===== src/rtl/des_key_sched.sv =====
// Iterative DES key schedule: PC-1 on load, one PC-2 subkey per round, K1..K16 or K16..K1.
// Latency: first subkey one cycle after start; each advance yields the next subkey one cycle later.
// Backpressure: the round engine paces the schedule with advance; without it all outputs hold.
module des_key_sched #(
    parameter int PARITY_CHECK = 0
) (
    input  logic        clk,
    input  logic        rst_n,
    input  logic        start,
    input  logic [63:0] key,
    input  logic        decrypt,
    input  logic        advance,
    output logic [47:0] key_sch,
    output logic        key_valid,
    output logic [4:0]  round,
    output logic        last_round,
    output logic        done,
    output logic        busy,
    output logic        parity_err
);

    typedef enum logic [1:0] {
        ST_IDLE = 2'd0,
        ST_RUN  = 2'd1,
        ST_FIN  = 2'd2
    } state_t;

    // FIPS 46-3 PC-1: entry i names the key bit (1 = MSB) that lands in CD bit i+1.
    localparam int PC1_TBL [56] = '{
        57, 49, 41, 33, 25, 17,  9,  1, 58, 50, 42, 34, 26, 18,
        10,  2, 59, 51, 43, 35, 27, 19, 11,  3, 60, 52, 44, 36,
        63, 55, 47, 39, 31, 23, 15,  7, 62, 54, 46, 38, 30, 22,
        14,  6, 61, 53, 45, 37, 29, 21, 13,  5, 28, 20, 12,  4
    };

    // FIPS 46-3 PC-2: entry j names the CD bit (1 = MSB of C) that lands in subkey bit j+1.
    localparam int PC2_TBL [48] = '{
        14, 17, 11, 24,  1,  5,  3, 28, 15,  6, 21, 10,
        23, 19, 12,  4, 26,  8, 16,  7, 27, 20, 13,  2,
        41, 52, 31, 37, 47, 55, 30, 40, 51, 45, 33, 48,
        44, 49, 39, 56, 34, 53, 46, 42, 50, 36, 29, 32
    };

    function automatic logic [55:0] pc1(input logic [63:0] k);
        logic [55:0] r;
        for (int i = 0; i < 56; i++) begin
            r[55-i] = k[64-PC1_TBL[i]];
        end
        return r;
    endfunction

    function automatic logic [47:0] pc2(input logic [55:0] cd);
        logic [47:0] r;
        for (int j = 0; j < 48; j++) begin
            r[47-j] = cd[56-PC2_TBL[j]];
        end
        return r;
    endfunction

    // Rounds 1, 2, 9 and 16 shift by one position, every other round by two.
    function automatic logic single_shift(input logic [4:0] i);
        return (i == 5'd1) || (i == 5'd2) || (i == 5'd9) || (i == 5'd16);
    endfunction

    function automatic logic [27:0] rotl28(input logic [27:0] x, input logic one);
        return one ? {x[26:0], x[27]} : {x[25:0], x[27:26]};
    endfunction

    function automatic logic [27:0] rotr28(input logic [27:0] x, input logic one);
        return one ? {x[0], x[27:1]} : {x[1:0], x[27:2]};
    endfunction

    state_t      state;
    logic [27:0] c_q;
    logic [27:0] d_q;
    logic        dec_q;

    logic [55:0] pc1_key;
    logic [27:0] load_c;
    logic [27:0] load_d;
    logic [4:0]  round_nxt;
    logic        step_one;
    logic [27:0] step_c;
    logic [27:0] step_d;
    logic        key_par_bad;
    logic        start_ok;

    // Next C/D for a fresh load and for a single round step, plus the key parity check.
    always_comb begin
        pc1_key     = pc1(key);
        load_c      = decrypt ? pc1_key[55:28] : rotl28(pc1_key[55:28], 1'b1);
        load_d      = decrypt ? pc1_key[27:0]  : rotl28(pc1_key[27:0],  1'b1);
        round_nxt   = round + 5'd1;
        // Decrypt walks the rotations backwards: step to round r uses the encrypt amount of round 18-r.
        step_one    = dec_q ? single_shift(5'd18 - round_nxt) : single_shift(round_nxt);
        step_c      = dec_q ? rotr28(c_q, step_one) : rotl28(c_q, step_one);
        step_d      = dec_q ? rotr28(d_q, step_one) : rotl28(d_q, step_one);
        key_par_bad = 1'b0;
        for (int b = 0; b < 8; b++) begin
            if (^key[8*b +: 8] == 1'b0) begin
                key_par_bad = 1'b1;
            end
        end
        start_ok    = start && (state != ST_RUN);
    end

    assign last_round = key_valid && (round == 5'd16);

    // Schedule FSM with registered subkey, round counter and status outputs.
    always_ff @(posedge clk or negedge rst_n) begin
        if (!rst_n) begin
            state      <= ST_IDLE;
            c_q        <= '0;
            d_q        <= '0;
            dec_q      <= 1'b0;
            key_sch    <= '0;
            key_valid  <= 1'b0;
            round      <= '0;
            done       <= 1'b0;
            busy       <= 1'b0;
            parity_err <= 1'b0;
        end else begin
            case (state)
                ST_IDLE, ST_FIN: begin
                    // FIN is a one-cycle done pulse that already accepts a new start.
                    done <= 1'b0;
                    if (start_ok) begin
                        state      <= ST_RUN;
                        c_q        <= load_c;
                        d_q        <= load_d;
                        dec_q      <= decrypt;
                        key_sch    <= pc2({load_c, load_d});
                        key_valid  <= 1'b1;
                        round      <= 5'd1;
                        busy       <= 1'b1;
                        parity_err <= (PARITY_CHECK != 0) && key_par_bad;
                    end else begin
                        state <= ST_IDLE;
                    end
                end
                ST_RUN: begin
                    // start is ignored here; only advance moves the schedule on.
                    if (advance) begin
                        if (round == 5'd16) begin
                            state     <= ST_FIN;
                            key_sch   <= '0;
                            key_valid <= 1'b0;
                            round     <= '0;
                            busy      <= 1'b0;
                            done      <= 1'b1;
                        end else begin
                            c_q     <= step_c;
                            d_q     <= step_d;
                            key_sch <= pc2({step_c, step_d});
                            round   <= round_nxt;
                        end
                    end
                end
                default: begin
                    state <= ST_IDLE;
                end
            endcase
        end
    end

endmodule

===== config.mk =====
export PLATFORM = sky130hd
export DESIGN_NAME = des_key_sched
export DESIGN_NICKNAME = d
export VERILOG_FILES = /design/src/rtl/des_key_sched.sv
export SDC_FILE = /design/constraint.sdc
export NUM_CORES = 1
export LEC_CHECK = 0
export ABC_CLOCK_PERIOD_IN_PS = 5030
export BUFFER_PORTS_ARGS = -buffer_cell sky130_fd_sc_hd__buf_2
export CORE_UTILIZATION = 62
export DETAILED_ROUTE_END_ITERATION = 7
export PLACE_DENSITY_LB_ADDON = 0.3
export SETUP_SLACK_MARGIN = 0.1
export SLEW_MARGIN = 10
export SYNTH_ARGS = -nofsm -noshare
export SYNTH_HDL_FRONTEND = slang
export SYNTH_SLANG_ARGS = --single-unit

===== constraint.sdc =====
create_clock -name clk -period 5.03 [get_ports clk]
set_input_delay 0.7545 -clock clk [delete_from_list [all_inputs] [get_ports clk]]
set_output_delay 0.7545 -clock clk [all_outputs]
set_load 0.05 [all_outputs]

Word-level counts from Yosys, hierarchy flattened
Index checks and enable logic that the tools add are counted.
W data, S select, Z words.
{"block": "totals", "in_bits": 69, "reg_bits": 114, "wordCells": 79}
{"block": "classes", "eq_ne": 16, "n_addsub": 2, "n_reduce_logical": 17, "n_mux": 36}
{"op": "$mux W28", "count": 14}
{"op": "$mux W48", "count": 3}
{"op": "$pmux W28 S2", "count": 2}
{"op": "$pmux W48 S2", "count": 1}
{"op": "$eq A5 B5 Y1 const B", "count": 3}
{"op": "$mux W5", "count": 3}
{"op": "$eq A5 B1 Y1 const B", "count": 2}
{"op": "$eq A5 B2 Y1 const B", "count": 2}
{"op": "$eq A5 B4 Y1 const B", "count": 2}
{"op": "$pmux W5 S2", "count": 1}
{"op": "$ne A2 B2 Y1 const B", "count": 4}
{"op": "$reduce_and A4 Y1", "count": 2}
{"op": "$mux W1", "count": 7}
{"op": "$logic_or A1 B1 Y1", "count": 6}
{"op": "$reduce_and A3 Y1", "count": 2}
{"op": "$add A5 B1 Y5 const B", "count": 1}
{"op": "$sub A5 B5 Y5 const A", "count": 1}
{"op": "$mux W2", "count": 2}
{"op": "$pmux W1 S2", "count": 2}
{"op": "$pmux W2 S2", "count": 1}
{"op": "$reduce_and A2 Y1", "count": 2}
{"op": "$eq A2 B1 Y1 const B", "count": 1}
{"op": "$eq A2 B2 Y1 const B", "count": 1}
{"op": "$logic_and A1 B1 Y1", "count": 2}
{"op": "4 further kinds", "count": 4}

Logic depth before layout (Yosys ltp)
Gate-level depths: netlist of run 1.
{"block": "logic_depth", "depth_word": 12, "ltp_mapped": 12}

Worst setup path before layout of run 1
OpenSTA, ideal clock, no wires.
{"block": "synth_path", "path_kind": "reg2reg", "start": "register round[0]", "end": "register c_q[6]", "setup_time_ns": 0.104, "synth_period_minus_slack_ns": 3.355, "n_path_buf": 0, "arrival_ns": 3.251, "path_stages_with_launch": 9, "setup_slack_ns": 1.675, "path_cell_list": "dfrtp_1 inv_1 ha_1 nor2b_1 or4_4 a211o_4 a31oi_4 mux2_2 a221oi_1"}
{"block": "synth_via", "elab_chain_cells": 12}
{"item": "start, declared", "line": "15", "rtl": "output logic [4:0] round,"}
{"item": "start signal, assigned", "line": "155", "rtl": "round <= round_nxt;"}
{"item": "$add A5 B1 Y5", "line": "93", "rtl": "round_nxt = round + 5'd1;"}
{"item": "$sub A5 B5 Y5", "line": "95", "rtl": "step_one = dec_q ? single_shift(5'd18 - round_nxt) : single_shift(round_nxt);"}
{"item": "$eq A5 B1 Y1 / $eq A5 B2 Y1 (equally long branches)", "line": "62", "rtl": "return (i == 5'd1) || (i == 5'd2) || (i == 5'd9) || (i == 5'd16);"}
{"item": "$logic_or A1 B1 Y1 (3 in series)", "line": "62"}
{"item": "$mux W1", "line": "95"}
{"item": "$mux W28 (on tied branches)", "line": "66, 70"}
{"item": "$mux W28", "line": "96", "rtl": "step_c = dec_q ? rotr28(c_q, step_one) : rotl28(c_q, step_one);"}
{"item": "$mux W28", "line": "144", "rtl": "if (round == 5'd16) begin"}
{"item": "$mux W28", "line": "143", "rtl": "if (advance) begin"}
{"item": "$pmux W28 S2", "line": "123", "rtl": "case (state)"}
{"item": "end signal, assigned", "line": "129", "rtl": "c_q <= load_c;"}
{"item": "end signal, assigned", "line": "152", "rtl": "c_q <= step_c;"}
{"item": "end, declared", "line": "74", "rtl": "logic [27:0] c_q;"}
Several ways; a longest one is shown, not always the timed one. The select of a mux whose other input is x is not followed.
A chain may end at the register's enable or synchronous reset.

Worst setup path after layout of run 1
{"block": "layout_path", "start": "register round[0]", "end": "register d_q[2]"}
{"block": "layout_via", "elab_chain_cells": 12}
{"item": "$add A5 B1 Y5", "line": "93"}
{"item": "$sub A5 B5 Y5", "line": "95"}
{"item": "$eq A5 B1 Y1 / $eq A5 B2 Y1 (equally long branches)", "line": "62"}
{"item": "$logic_or A1 B1 Y1 (3 in series)", "line": "62"}
{"item": "$mux W1", "line": "95"}
{"item": "$mux W28 (on tied branches)", "line": "66, 70"}
{"item": "$mux W28", "line": "97", "rtl": "step_d = dec_q ? rotr28(d_q, step_one) : rotl28(d_q, step_one);"}
{"item": "$mux W28", "line": "144"}
{"item": "$mux W28", "line": "143"}
{"item": "$pmux W28 S2", "line": "123"}
{"item": "end signal, assigned", "line": "130", "rtl": "d_q <= load_d;"}
{"item": "end signal, assigned", "line": "153", "rtl": "d_q <= step_d;"}
{"item": "end, declared", "line": "75", "rtl": "logic [27:0] d_q;"}
Several ways; a longest one is shown, not always the timed one. The select of a mux whose other input is x is not followed.

==> results of run 1 <==
## synth_stat cells (all sizes together) (3+ instances only)
cell | n | area share, %
nor2b | 5 | 0.41
a311o | 4 | 0.53
o21bai | 6 | 0.59
nor2 | 20 | 0.99
a31o | 8 | 0.92
inv | 14 | 0.69
nor3 | 48 | 3.2
ha | 6 | 0.99
o31ai | 35 | 3.6
o31a | 7 | 0.81
dfrtp | 114 | 38
or4 | 4 | 0.44
nand2 | 35 | 1.8
buf | 33 | 2.3
and2 | 16 | 1.3
o311ai | 4 | 0.69
nor4 | 14 | 1.2
a21oi | 91 | 6.0
nand4 | 11 | 0.91
or3 | 18 | 1.5
o211a | 7 | 0.92
mux2i | 51 | 6.7
clkbuf | 57 | 2.8
a221oi | 5 | 0.58
o41ai | 7 | 1.0
o21ai | 87 | 5.8
a211oi | 23 | 2.4
a31oi | 19 | 1.8
a22oi | 8 | 0.79
xnor2 | 3 | 0.44
o21a | 3 | 0.30
mux2 | 23 | 3.4
nand3 | 30 | 2.0
o211ai | 14 | 1.4
xor2 | 3 | 0.35
## final cells by class
class	instances	area (sq um)
Inverter	14	52.6
Sequential cell	114	2850
Multi-Input combinational cell	640	4340
Fill cell	896	3260
Clock inverter	6	30.0
Clock buffer	24	502
Tap cell	147	184
Timing Repair Buffer	136	733
## registers in the layout, summed over array words and instances, names as in the netlist
register and flops:
busy 1, dec_q 1, state 2, done 1, round 5, key_sch 48
c_q 28, d_q 28
## layer usage
metal	wire, um	vias up	GRT usage [%]
met5	0	-	0
met3	2550	49	8.36
met2	10300	488	54.9
li1	-	3410	-
met4	444	0	16.7
met1	9180	3647	50.6
## cell families (layout without fill, tap and decap cells)
| group | after synthesis | in the layout |
|---|---|---|
| AO/OA/AOI/OAI | 344 | 344 |
| flip-flops | 114 | 114 |
| buffers and inverters | 104 | 180 |
| adder cells (fa/ha/maj) | 6 | 6 |
| XOR/XNOR | 6 | 6 |
| AND/OR/NAND/NOR | 209 | 209 |
| other | 1 | 1 |
| multiplexers | 74 | 74 |
## path summary, 6_finish.rpt
kind / end / slack, ns / cells past startpoint
max: d_q[2] / 0.91 / 9
min: c_q[16] / 0.48 / 1
max reg2reg: d_q[2] / 0.91 / 9
min reg2reg: key_sch[18] / 0.49 / 2
max in group asynchronous: key_sch[11] / 3.50 / 2
min in group clk: key_sch[18] / 0.49 / 2
## metrics by stage
step                hold WS [ns]  setup WS, ns  cells  area [sq um]
finish                     0.481         0.906   1081          8700
CTS                        0.493          1.04   1081          8700
floorplan                  0.459          1.68    858          7600
global placement           0.472          1.31   1051          8170
detailed placement         0.476          1.09   1051          8170
global route               0.508         0.740   1081          8700
## critical path, delay by kind of cell, from the launching register on
| family | cells | cell delay, ns |
|---|---|---|
| simple gates | 3 | 1.09 |
| fa+ha+maj | 1 | 0.53 |
| flops | 1 | 0.55 |
| compound gates | 3 | 1.18 |
| buf+inv | 2 | 0.64 |
==> impl_results.rst, run 1 <==
.. list-table::
   :header-rows: 1

   * - Metric
     - Value
   * - Run status
     - finished, final reports clean
   * - Die Ht
     - 113 um
   * - Placeable core region
     - 12000 sq um
   * - XOR/XNOR share of the synthesized area
     - 0.790%
   * - Final weighted congestion in routability-driven placement
     - 0.903
   * - Cell-by-cell listing of the critical path
     - ha_1 > a21boi_0 > nor4_1 > o311a_1 > buf_4 > nor3_2 > buf_4 > nor3_1 > o41ai_1
   * - Wire length after detailed routing
     - 22500 um
   * - Setup crit end kind
     - flop
   * - Worst clock skew on the final layout
     - 0.00625 ns
   * - CTS buffer count
     - 17
   * - Commonest non-fill, non-tap cell in the layout
     - buf_2
   * - CTS clk-pin slew, worst paths
     - 0.05 ns
   * - Slowest stage cell on the critical path
     - nor3_2
   * - CP required
     - 5.32 ns
   * - P&R area growth vs syn
     - 14.4%
   * - Flip-flop and latch count after synthesis
     - 114
   * - First-pass detailed-route iteration total
     - 5
   * - Pins over their slew limit
     - 0
   * - Net count reported at finish
     - 998
   * - # Max-Cap Violations
     - 0
   * - Synthesized instance count
     - 858
   * - Total setup buffers inserted after CTS
     - 0
   * - Final worst-path cycle share
     - 82.0%
   * - Vias per inst
     - 7.02
   * - Number of inserted diodes
     - 0
   * - Gates resized, CTS repair
     - 0
   * - Relative max-transition margin
     - 31.6%
   * - Startpoint of the worst setup timing path
     - round[0]
   * - Buffer levels on the longest clock path
     - 2
   * - Max stage delay on crit path
     - 0.80 ns
   * - Antenna violation net count after detailed routing
     - 0
   * - Post-synthesis net count
     - 933
   * - Deepest level of the CTS H-tree
     - 4
   * - First DRT Iteration DRCs
     - 939
   * - Area of the die
     - 12700 sq um
   * - Most frequent CP cell
     - buf_4
   * - Final count of negative-setup-slack endpoints
     - 0
   * - Fraction of the mapped netlist area in compound gates
     - 30.2%
   * - Number of enable-type register cells in the synthesized netlist
     - 0
   * - CTS Hold Buffers Added
     - 0
   * - Antenna violations before repair
     - 0
   * - Sum of negative setup slack
     - 0 ns
   * - Number of distinct library cell variants in the gate-level netlist after synthesis
     - 69
   * - Final HPWL from detailed placement
     - 14200 um
   * - Clock Latency Late Sink
     - 0.41 ns
   * - Minimum period implied by the final worst setup slack
     - 4.12 ns
   * - Count of unresolved DRC violations after routing
     - 0
   * - Share of synthesized cell area in and, or, nand and nor gates
     - 14.5%
   * - Top FF cell, synth
     - dfrtp_1
   * - Layout cell share with drive strength beyond 1
     - 23.8%
   * - Startpoint kind of the worst setup timing path
     - flop
   * - Post-synthesis share of cell area spent on full adders, half adders and majority gates
     - 0.988%
   * - Worst r2r src
     - round[0]
   * - Most frequent cells in the layout
     - buf_2, dfrtp_1, a21oi_1
   * - Rows
     - 40
   * - Dominant combinational cell family by area after synthesis
     - compound AO/OA/AOI/OAI gates
   * - Sequential share of the synthesized area
     - 37.5%
   * - Post-synth design cell area
     - 7600 sq um
   * - Starting Density
     - 63.5%
   * - Number of vias in the routed layout
     - 7594
   * - Number of port buffers
     - 117
   * - Yosys warns
     - 0
   * - First-pass GRT wire length
     - 36700 um
   * - Async SR Flop Fraction
     - 100%
   * - Global routing usage summed across all routing layers
     - 36.6%
   * - Max Clock Freq
     - 0.242 GHz
   * - Final standard cell utilization of the core
     - 72.7%
   * - Critical Path Fanout Max
     - 27
   * - Number of global-route vias before repair
     - 7266
   * - Horizontal extent of the die
     - 113 um
   * - Average wire per cell in the routed design
     - 20.8 um
   * - Aggregate global routing overflow
     - 0
   * - Type of the worst setup path
     - flop to flop
   * - Final-report hold violation count
     - 0
   * - Top-Level Pins
     - 127
   * - Arrival time of the worst setup path
     - 4.42 ns
   * - Clock Sink Count
     - 114
   * - Root cell of the clock tree
     - clkbuf_16
   * - Pin count of the biggest net entering global routing
     - 84
   * - Class of the tightest hold or removal check
     - input port to asynchronous set/reset pin
   * - RSZ-0062 raised after global routing
     - no
   * - Average footprint of a synthesized cell
     - 8.86 sq um
   * - Clock tree from TritonCTS
     - yes
   * - Transition at the pin with the smallest max-transition slack
     - 1.02 ns
   * - Multiplexer share of the synthesized area
     - 10.1%
Power of run 1 is left out: the tool's default activity adds up to more than one toggle a clock period on the data nets, which glitch-free logic cannot reach.
==> run 2, diff against run 1 <==
ABC_CLOCK_PERIOD_IN_PS = 3400   (was 5030)
CORE_UTILIZATION = 52   (was 62)
clock period = 3.4 ns   (was 5.03 ns; I/O delays follow)
==> run 2 against run 1 <==
  * Wire length grew 3.5%
  * Fmax grew 32%
  * Sequential share of layout area shrank 1.1 points
  * Worst setup slack lost 0.64 ns
  * Cell count grew 4.6%
  * Non-clock buffer count grew 15
  * Largest cell class unchanged
  * Highest routed layer unchanged
==> impl_results.rst, run 2 (synthesis gave the netlist of run 1 again) <==
.. list-table::
   :header-rows: 1

   * - Metric
     - Value
   * - Aggregate global routing overflow
     - 0
   * - Sum of negative setup slack
     - 0 ns
   * - Final HPWL from detailed placement
     - 15100 um
   * - Max reg flops
     - 48
   * - P&R area growth vs syn
     - 18.6%
   * - Run status
     - finished, final reports clean
   * - Root cell of the clock tree
     - clkbuf_16
   * - Number of vias in the routed layout
     - 7629
   * - Final count of negative-setup-slack endpoints
     - 0
   * - Registers with the most flip-flops
     - key_sch x48, c_q x28, d_q x28
   * - Slowest stage cell on the critical path
     - or4_4
   * - Arrival time of the worst setup path
     - 3.44 ns
   * - Final weighted congestion in routability-driven placement
     - 0.867
   * - Starting Density
     - 54.1%
   * - CTS Hold Buffers Added
     - 0
   * - Rows
     - 43
   * - Horizontal extent of the die
     - 123 um
   * - Number of global-route vias before repair
     - 7053
   * - First-pass detailed-route iteration total
     - 5
   * - Gates resized, CTS repair
     - 0
   * - Layer with the highest usage
     - met2
   * - Final worst setup slack
     - 0.266 ns
   * - Top-Level Pins
     - 127
   * - Final non-filler cell area
     - 9010 sq um
   * - Buffer levels on the longest clock path
     - 2
   * - Antenna violation net count after detailed routing
     - 0
   * - CTS buffer count
     - 17
   * - Minimum period implied by the final worst setup slack
     - 3.13 ns
   * - First DRT Iteration DRCs
     - 786
   * - Pin count of the biggest net entering global routing
     - 64
   * - Clock Sink Count
     - 114
   * - Met1 global-route usage
     - 46.2%
   * - Clock Latency Late Sink
     - 0.43 ns
   * - Total buffers and inverters traversed by the critical path
     - 2
   * - Worst clock skew on the final layout
     - 0.00594 ns
   * - Pins over their slew limit
     - 0
   * - Clock tree from TritonCTS
     - yes
   * - First-pass GRT wire length
     - 37300 um
   * - Average wire per cell in the routed design
     - 20.6 um
   * - Antenna violations before repair
     - 0
   * - # Max-Cap Violations
     - 0
   * - Placeable core region
     - 14000 sq um
   * - Cell-by-cell listing of the critical path
     - inv_1 > ha_1 > nor2b_1 > or4_4 > a211o_4 > a31oi_4 > buf_4 > o31ai_1 > o41ai_1
   * - Final-report hold violation count
     - 0
   * - GR met3 Demand/Resource
     - 5.77%
   * - Setup crit end kind
     - flop
   * - Critical Path Fanout Max
     - 11
   * - Commonest non-fill, non-tap cell in the layout
     - buf_2
   * - Setup slack on the worst flop-to-flop path
     - 0.27 ns
   * - Pre-CTS setup slack
     - 0.214 ns
   * - Wire length after detailed routing
     - 23300 um
   * - Type of the worst setup path
     - flop to flop
   * - Max stage delay on crit path
     - 0.56 ns
   * - Grt met2 use
     - 49.3%
   * - Layout cell share with drive strength beyond 1
     - 25.4%
   * - RSZ-0062 raised after global routing
     - no
   * - Vias per inst
     - 6.75
   * - Die Ht
     - 123 um
   * - Relative max-transition margin
     - 47.5%
   * - Max Clock Freq
     - 0.319 GHz
   * - Count of unresolved DRC violations after routing
     - 0
   * - Post-Place Cell Area
     - 8390 sq um
   * - Total setup buffers inserted after CTS
     - 0
   * - Deepest level of the CTS H-tree
     - 4
   * - CP required
     - 3.70 ns
   * - Transition at the pin with the smallest max-transition slack
     - 0.786 ns
   * - Fin Hold WS
     - 0.127 ns
   * - Area of the die
     - 15100 sq um
   * - Class of the tightest hold or removal check
     - input port to asynchronous set/reset pin
   * - Register ranked first by flip-flop count
     - key_sch
   * - Net count reported at finish
     - 1013
   * - Number of inserted diodes
     - 0
   * - Most frequent cells in the layout
     - buf_2, dfrtp_1, a21oi_1
   * - Global routing usage summed across all routing layers
     - 32.4%
   * - Family with the most delay on the worst path
     - compound AO/OA/AOI/OAI gates
   * - Number of port buffers
     - 117
   * - CTS clk-pin slew, worst paths
     - 0.06 ns
   * - Final worst-path cycle share
     - 92.2%
   * - Startpoint kind of the worst setup timing path
     - flop
==> run 2: cell count changes in the layout (fill, tap and decap cells not counted), sizes merged <==
| cell | change |
|---|---|
| bufinv | +3 |
| inv | +1 |
| clkbuf | -4 |
| clkinv | -2 |
| clkinvlp | +4 |
| buf | +15 |
==> run 2: metal layers <==
metal	routed length [um]	part of all wire [%]	vias up
li1	-	-	3450
met1	10300	44	3685
met2	10600	45	430
met3	1980	8.5	64
met4	501	2.1	0
met5	0	0	-
==> run 2: area by class of cell <==
class	count	area [sq um]
Clock buffer	20	457
Clock inverter	12	156
Fill cell	1204	5030
Inverter	14	52.6
Multi-Input combinational cell	640	4350
Sequential cell	114	2860
Tap cell	180	225
Timing Repair Buffer	151	921
==> run 2: worst paths after layout <==
check	cells past startpoint	startpoint	to
setup / recovery	9	round[1]	c_q[19]
hold / removal	1	rst_n	key_sch[33]
setup reg to reg	9	round[1]	c_q[19]
min in group clk	3	advance	state[0]
max in group asynchronous	2	rst_n	dec_q
hold reg to reg	2	key_sch[14]	key_sch[14]
==> run 2: through the flow <==
step | instances | utilization (%)
after floorplan | 858 | -
after global placement | 1099 | 59.8
after detailed placement | 1099 | 59.8
after CTS | 1131 | 64.1
after global routing | 1131 | 64.2
final | 1131 | 64.2
Power of run 2 is left out for the same reason.
